===== src/rtl/module_spi_master_shift_engine.sv =====
// Full-duplex SPI master shift engine: one DATA_WIDTH word out on mosi_o and one in from miso_i
// per transfer, all four SPI modes, MSB- or LSB-first, sclk_o divided down from clk_i.
module module_spi_master_shift_engine #(
  parameter int DATA_WIDTH = 8,
  parameter int CLK_DIV    = 2
) (
  input  logic                  clk_i,
  input  logic                  rst_i,
  input  logic                  cpol_i,
  input  logic                  cpha_i,
  input  logic                  lsb_first_i,
  input  logic                  tx_valid_i,
  input  logic [DATA_WIDTH-1:0] tx_data_i,
  output logic                  tx_ready_o,
  output logic [DATA_WIDTH-1:0] rx_data_o,
  output logic                  rx_valid_o,
  output logic                  busy_o,
  output logic                  sclk_o,
  output logic                  mosi_o,
  input  logic                  miso_i,
  output logic                  cs_n_o
);

  localparam int CW = (CLK_DIV > 1) ? $clog2(CLK_DIV) : 1;
  localparam int EW = $clog2(2 * DATA_WIDTH + 1);
  localparam logic [CW-1:0] HALF_LAST = CW'(CLK_DIV - 1);
  localparam logic [EW-1:0] EDGE_LAST = EW'(2 * DATA_WIDTH);

  typedef enum logic [2:0] {IDLE, SETUP, XFER, HOLD, DONE} state_t;

  state_t                r_state;
  logic [DATA_WIDTH-1:0] r_tx;
  logic [DATA_WIDTH-1:0] r_rx;
  logic [DATA_WIDTH-1:0] r_rx_data;
  logic                  r_cpol;
  logic                  r_cpha;
  logic                  r_lsb;
  logic                  r_sclk;
  logic                  r_mosi;
  logic                  r_cs_n;
  logic                  r_rx_valid;
  logic [CW-1:0]         r_half;
  logic [EW-1:0]         r_edge;

  logic [EW-1:0]         w_edge_n;
  logic                  w_half_end;
  logic                  w_leading;
  logic                  w_sample;
  logic                  w_shift;

  // w_edge_n is the number of the sclk edge produced when the current half-period ends
  assign w_edge_n   = r_edge + EW'(1);
  assign w_half_end = (r_half == HALF_LAST);
  assign w_leading  = w_edge_n[0];
  assign w_sample   = r_cpha ? ~w_leading : w_leading;
  assign w_shift    = r_cpha ? (w_leading && (w_edge_n != EW'(1)))
                             : (!w_leading && (w_edge_n != EDGE_LAST));

  always_ff @(posedge clk_i) begin
    if (!rst_i) begin
      r_state    <= IDLE;
      r_cs_n     <= 1'b1;
      r_sclk     <= 1'b0;
      r_mosi     <= 1'b0;
      r_rx_data  <= '0;
      r_rx_valid <= 1'b0;
      r_half     <= '0;
      r_edge     <= '0;
    end else begin
      r_rx_valid <= 1'b0;
      case (r_state)
        IDLE: begin
          r_cs_n <= 1'b1;
          r_mosi <= 1'b0;
          r_sclk <= cpol_i;
          r_half <= '0;
          r_edge <= '0;
          if (tx_valid_i) begin
            r_tx    <= tx_data_i;
            r_cpol  <= cpol_i;
            r_cpha  <= cpha_i;
            r_lsb   <= lsb_first_i;
            r_mosi  <= lsb_first_i ? tx_data_i[0] : tx_data_i[DATA_WIDTH-1];
            r_cs_n  <= 1'b0;
            r_state <= SETUP;
          end
        end
        SETUP: begin
          if (w_half_end) begin
            r_half  <= '0;
            r_state <= XFER;
          end else begin
            r_half <= r_half + CW'(1);
          end
        end
        XFER: begin
          if (w_half_end) begin
            r_half <= '0;
            r_sclk <= ~r_sclk;
            r_edge <= w_edge_n;
            // Received bits land at the end opposite to where they leave, preserving TX order
            if (w_sample) begin
              if (r_lsb) r_rx <= {miso_i, r_rx[DATA_WIDTH-1:1]};
              else       r_rx <= {r_rx[DATA_WIDTH-2:0], miso_i};
            end
            if (w_shift) begin
              if (r_lsb) begin
                r_tx   <= {1'b0, r_tx[DATA_WIDTH-1:1]};
                r_mosi <= r_tx[1];
              end else begin
                r_tx   <= {r_tx[DATA_WIDTH-2:0], 1'b0};
                r_mosi <= r_tx[DATA_WIDTH-2];
              end
            end
            if (w_edge_n == EDGE_LAST) r_state <= HOLD;
          end else begin
            r_half <= r_half + CW'(1);
          end
        end
        HOLD: begin
          if (w_half_end) begin
            r_half  <= '0;
            r_cs_n  <= 1'b1;
            r_state <= DONE;
          end else begin
            r_half <= r_half + CW'(1);
          end
        end
        DONE: begin
          r_rx_valid <= 1'b1;
          r_rx_data  <= r_rx;
          r_mosi     <= 1'b0;
          r_state    <= IDLE;
        end
        default: r_state <= IDLE;
      endcase
    end
  end

  assign tx_ready_o = (r_state == IDLE);
  assign busy_o     = (r_state != IDLE);
  assign rx_data_o  = r_rx_data;
  assign rx_valid_o = r_rx_valid;
  assign sclk_o     = r_sclk;
  assign mosi_o     = r_mosi;
  assign cs_n_o     = r_cs_n;

endmodule

===== config.mk =====
export PLATFORM = sky130hd
export DESIGN_NAME = module_spi_master_shift_engine
export DESIGN_NICKNAME = d
export VERILOG_FILES = /design/src/rtl/module_spi_master_shift_engine.sv
export SDC_FILE = /design/constraint.sdc
export NUM_CORES = 1
export LEC_CHECK = 0
export CAP_MARGIN = 10
export CORE_MARGIN = 5
export CORE_UTILIZATION = 57
export CTS_CLUSTER_DIAMETER = 150
export CTS_CLUSTER_SIZE = 30
export DETAILED_ROUTE_END_ITERATION = 10
export PLACE_DENSITY = 0.84
export SLEW_MARGIN = 20
export SYNTH_ARGS = -nofsm -noshare
export SYNTH_HDL_FRONTEND = slang
export SYNTH_SLANG_ARGS = --single-unit

===== constraint.sdc =====
create_clock -name clk_i -period 3.57 [get_ports clk_i]
set_clock_uncertainty 0.1 [all_clocks]
set_input_delay 0.5355 -clock clk_i [delete_from_list [all_inputs] [get_ports clk_i]]
set_output_delay 0.5355 -clock clk_i [all_outputs]
set_load 0.005 [all_outputs]

; ---- After elaboration in Yosys (flattened, before gate mapping)
; Index checks and enable logic that the tools add are counted.
[classes]
bitwise = 2
n_eq_ne = 13
n_mux = 30
n_addsub = 2
reduce_logical = 17
[ops]
columns = op, n
row1 = 8-bit 2-to-1 mux, 5
row2 = 8-bit one-hot mux with 2 select lines, 1
row3 = 3-bit 2-to-1 mux, 5
row4 = 1-bit 2-to-1 mux, 12
row5 = 2-bit inequality test (second input constant), 6
row6 = 3-bit one-hot mux with 4 select lines, 1
row7 = 5-bit one-hot mux with 2 select lines, 1
row8 = 5-bit AND reduction, 2
row9 = 3-bit by 2-bit == test with 1-bit output (second input constant), 2
row10 = 1-bit one-hot mux with 2 select lines, 3
row11 = 3-bit AND reduction, 2
row12 = 2-bit nonzero test, 3
row13 = 3-bit nonzero test, 2
row14 = 5-bit by 1-bit adder with 5-bit output (second input constant), 1
row15 = 5-bit == test (second input constant), 1
row16 = 5-bit 2-to-1 mux, 1
row17 = 5-bit by 1-bit inequality test with 1-bit output (second input constant), 1
row18 = 5-bit inequality test (second input constant), 1
row19 = 2-bit AND reduction, 2
row20 = 4-bit AND reduction, 1
row21 = 3-bit by 1-bit == test with 1-bit output (second input constant), 1
row22 = 3-bit == test (second input constant), 1
row23 = 3-bit logical NOT, 1
row24 = 1-bit one-hot mux with 3 select lines, 1
row25 = 5 further kinds, 7
[word_totals]
input_bits = 15
elab_cells = 76
register_bits = 39

; ---- Depth between registers and ports, before layout
[depth]
ltp_word = 7
depth_mapped = 7
depth_no_buf = 7

; ---- Worst setup path before layout
; OpenSTA, ideal clock, no wires.
[synth_path]
kind = input to register
start = input port rst_i
end = register r_rx[0], enable pin
arrival_ns = 1.872
path_slack_ns = 1.200
required_ns = 3.072
n_path_buf = 0
cell_stages = 3
path_cell_list = inv_1 > or3_1 > nor4b_1
[synth_via]
elab_chain_cells = 1
[synth_lines]
columns = element, line_no
row1 = start: declaration, 8  ; input logic rst_i,
row2 = 4-bit AND reduction (no source line), -
row3 = end signal: assignment, 103  ; if (r_lsb) r_rx <= {miso_i, r_rx[DATA_WIDTH-1:1]};
row4 = end signal: assignment, 104  ; else r_rx <= {r_rx[DATA_WIDTH-2:0], miso_i};
row5 = end: declaration, 33  ; logic [DATA_WIDTH-1:0] r_rx;
; No other way between the ends.
; A chain may end at the register's enable or synchronous reset.

; ---- Worst setup path in the final report
[layout_path]
start = register r_state[2]
end = output port tx_ready_o
[layout_via]
elab_chain_cells = 1
[layout_lines]
columns = element, line_no
row1 = start: declaration, 31  ; state_t r_state;
row2 = start signal: assignment, 61  ; r_state <= IDLE;
row3 = start signal: assignment, 85  ; r_state <= SETUP;
row4 = start signal: assignment, 91  ; r_state <= XFER;
row5 = 3-bit logical NOT, 140  ; assign tx_ready_o = (r_state == IDLE);
row6 = end: declaration, 14  ; output logic tx_ready_o,
; No other way between the ends.

==> results.md <==
* Setup TNS at 0 ns
* RePlAce Congestion at 0.808
* Routing usage on met1 at 0.232
* Total CTS buffers at 5
* Commonest cells post-synth: nand2_1 (33), dfxtp_1 (21), edfxtp_1 (18), a21oi_1 (16), nor2_1 (13)
* Number of fill cells in the layout at 235
* WHS Endpoint: rx_data_o[1]$_SDFFE_PN0P_
* Row count at 20
* Post-route DRC at 0
* VDD IR max at 0.299 mV
* Met2 Resource Use GR at 0.329
* Routed WL at 3810 um
* DRT Pass-1 Iters at 5
* Synth Area per Inst at 10.1 sq um
* Max Slew Vio Count at 0
* CTS root buf: clkbuf_4
* Dpl cell area at 2130 sq um
* Post-route cell area at 2230 sq um
* Die area at 4470 sq um
* Max-slew headroom at 0.518
* Hold crit path type: reg -> reg
* Status: complete, no violations
* R2r endpoint: r_tx[2]$_DFFE_PP_
* Fmax at 0.402 GHz
* Crit-path max FO at 12
* Global-route wire length before repair at 6390 um
* Worst r2r path cells at 7
* Number of flops mapped to enable cells by yosys at 18
* Gate Count Post-Synth at 182
* Fin. Hold Viols at 0
* Leakage at 0.806 nW
* Total GRT Usage at 0.191
* Largest cells by area after synthesis: edfxtp_1 (29%), dfxtp_1 (23%), nand2_1 (6.7%), mux2_2 (5.5%), a21oi_1 (4.3%)
* Met3 Use GR at 0.0438
* Layout area overhead at 21.0%
* Unrepaired setup endpoints after global routing: false
* Vias post-DR at 1396
* Clock Latency Late Sink at 0.33 ns
* Final setup fails at 0
* Tcrit/Tclk final at 0.696
* RR Startpoint: r_edge[0]$_SDFFE_PN0P_
* Clock transition at path regs at 0.11 ns
* PortBufs at 28
* Share of cells above drive strength 1 at 0.133
* Final WS setup at 1.08 ns
* Largest net degree at the start of global routing at 21
* Hold Slack at 0.364 ns
* Hpwl dp at 2890 um
* #FFs+latches synth at 39
* I/O pin total at 29
* Largest area contributor in the netlist: edfxtp_1
* Count leader, synth: nand2_1
* Postcts setup bufs at 0
* Initial antenna violation count at 0
* Prevailing post-synth register cell: dfxtp_1
* Pwr dens at 408 nW/um^2
* Crit Path Class: reg -> out
* Core ar. at 3080 sq um
* Nets at 226
* Number of clock sinks at 39
* Synthesized Nets at 199
* Top Usage Layer GRT: met2
* Worst R2R Setup Slack at 1.49 ns
* Antenna diode count at 0
* Hold depth at 2
* HP Start: rx_data_o[1]$_SDFFE_PN0P_
* Final ANT Viol Nets at 0
* Vias in the first global route at 1365
* Place WS at 0.868 ns
* Die Wd at 66.8 um
* Drt wl/cell at 15.0 um
* Initial Util at 0.598
* Total gr overflow at 0
* # resized after CTS at 0
* Htree depth at 2
* Element type at the critical path end: primary output
* Worst slew pin tran at 0.724 ns
* Via/cell ratio at 5.50
* Minimum clock period at 2.49 ns
* Overall power at 0.909 mW
* Max clock buf depth at 2
* Drt first-iter violations at 77
* CP arrival at 1.85 ns
* Synth cell types at 44
* Area share of the largest cell type after synthesis at 0.293
* WP data required at 2.93 ns
* Post-synth ARST share at 0
* Worst setup SP type: flop
* Yosys warnings at 0
* Die Y at 66.8 um
* Post-Syn Area at 1840 sq um
* Hold_buf cts at 0
* TritonCTS clock tree: built
* Maximum Capacitance Violations at 0
* Register area share after synthesis at 0.522
==> sequential cells by signal (all words and copies together) (netlist names) <==
name and count:
r_rx 8, r_tx 8, rx_data_o 8, r_edge 5
r_state 3, cs_n_o 1, mosi_o 1, r_cpha 1
r_half 1, r_lsb 1, rx_valid_o 1, sclk_o 1
==> final cells by class <==
| cell class | instances | area [sq um] | area share |
|---|---|---|---|
| multi-input combinational | 128 | 800 | 0.359 |
| inverter | 5 | 21.3 | 0.00955 |
| tap | 44 | 55.1 | 0.0247 |
| timing repair buffer | 30 | 295 | 0.133 |
| clock buffer | 7 | 66.3 | 0.0298 |
| sequential | 39 | 961 | 0.431 |
| clock inverter | 1 | 30.0 | 0.0135 |
==> per-layer routing <==
metal | routed length, um | share of wire
met1 | 1620 | 0.43
met4 | 56 | 0.015
met5 | 0 | 0
met2 | 1950 | 0.51
met3 | 180 | 0.047
==> cells in the final DEF (no fill, tap or decap), drive strengths merged <==
master	count
nand2	35
nand3b	1
or2b	2
a221oi	3
ha	2
nor4b	1
mux2	9
clkbuf	7
a22oi	1
buf	2
and4b	2
nand2b	1
xnor2	2
nor3b	1
a311o	1
or3	4
inv	5
o2111ai	1
a21oi	17
a21o	2
and3	1
nor3	3
dfxtp	21
clkdlybuf4s50	28
a31oi	1
o31ai	1
nand4b	1
nor2	14
mux2i	7
edfxtp	18
o21ai	11
bufinv	1
and2	1
nand3	3
==> worst max-delay path, cell delays in order (launching register included) <==
cell and delay (ns):
dfxtp_1 0.48, or3_1 0.44, inv_2 0.10, clkdlybuf4s50_1 0.50
==> logic make-up (layout without fill, tap and decap cells) <==
group | Yosys count | in the layout | synth area share
buffers and inverters | 15 | 43 | 0.0442
muxes | 16 | 16 | 0.0931
adders and majority gates | 2 | 2 | 0.0136
and+or+nand+nor | 70 | 70 | 0.190
DFF | 39 | 39 | 0.522
AOI/OAI and AO/OA | 38 | 38 | 0.128
xor gates and xnor gates | 2 | 2 | 0.00951
==> worst max-delay path by stage <==
stage | from | to | slack [ns] | cells past startpoint
after floorplan | rst_i | r_rx[0]$_DFFE_PP_ | 1.20 | 3
after global placement | rst_i | r_rx[0]$_DFFE_PP_ | 0.93 | 5
after detailed placement | rst_i | r_rx[7]$_DFFE_PP_ | 0.87 | 5
after CTS | r_state[0]$_SDFFE_PN0P_ | tx_ready_o | 1.08 | 3
after global routing | r_state[2]$_SDFFE_PN0P_ | tx_ready_o | 0.98 | 3
final | r_state[2]$_SDFFE_PN0P_ | tx_ready_o | 1.08 | 3
==> stage by stage <==
step	util	instances
6_report	0.724	254
5_1_grt	0.724	254
4_1_cts	0.724	254
3_5_place_dp	0.693	246
3_3_place_gp	0.693	246
2_1_floorplan	-	182
==> power breakdown <==
part	leakage [nW]	switching, mW	internal [mW]	total (mW)
logic	0.421	0.0370	0.0474	0.0844
registers	0.335	0.0143	0.479	0.493
clock network	0.0506	0.141	0.191	0.331
total	0.806	0.192	0.717	0.909
Note: power is estimated with default switching activity, not from simulation.
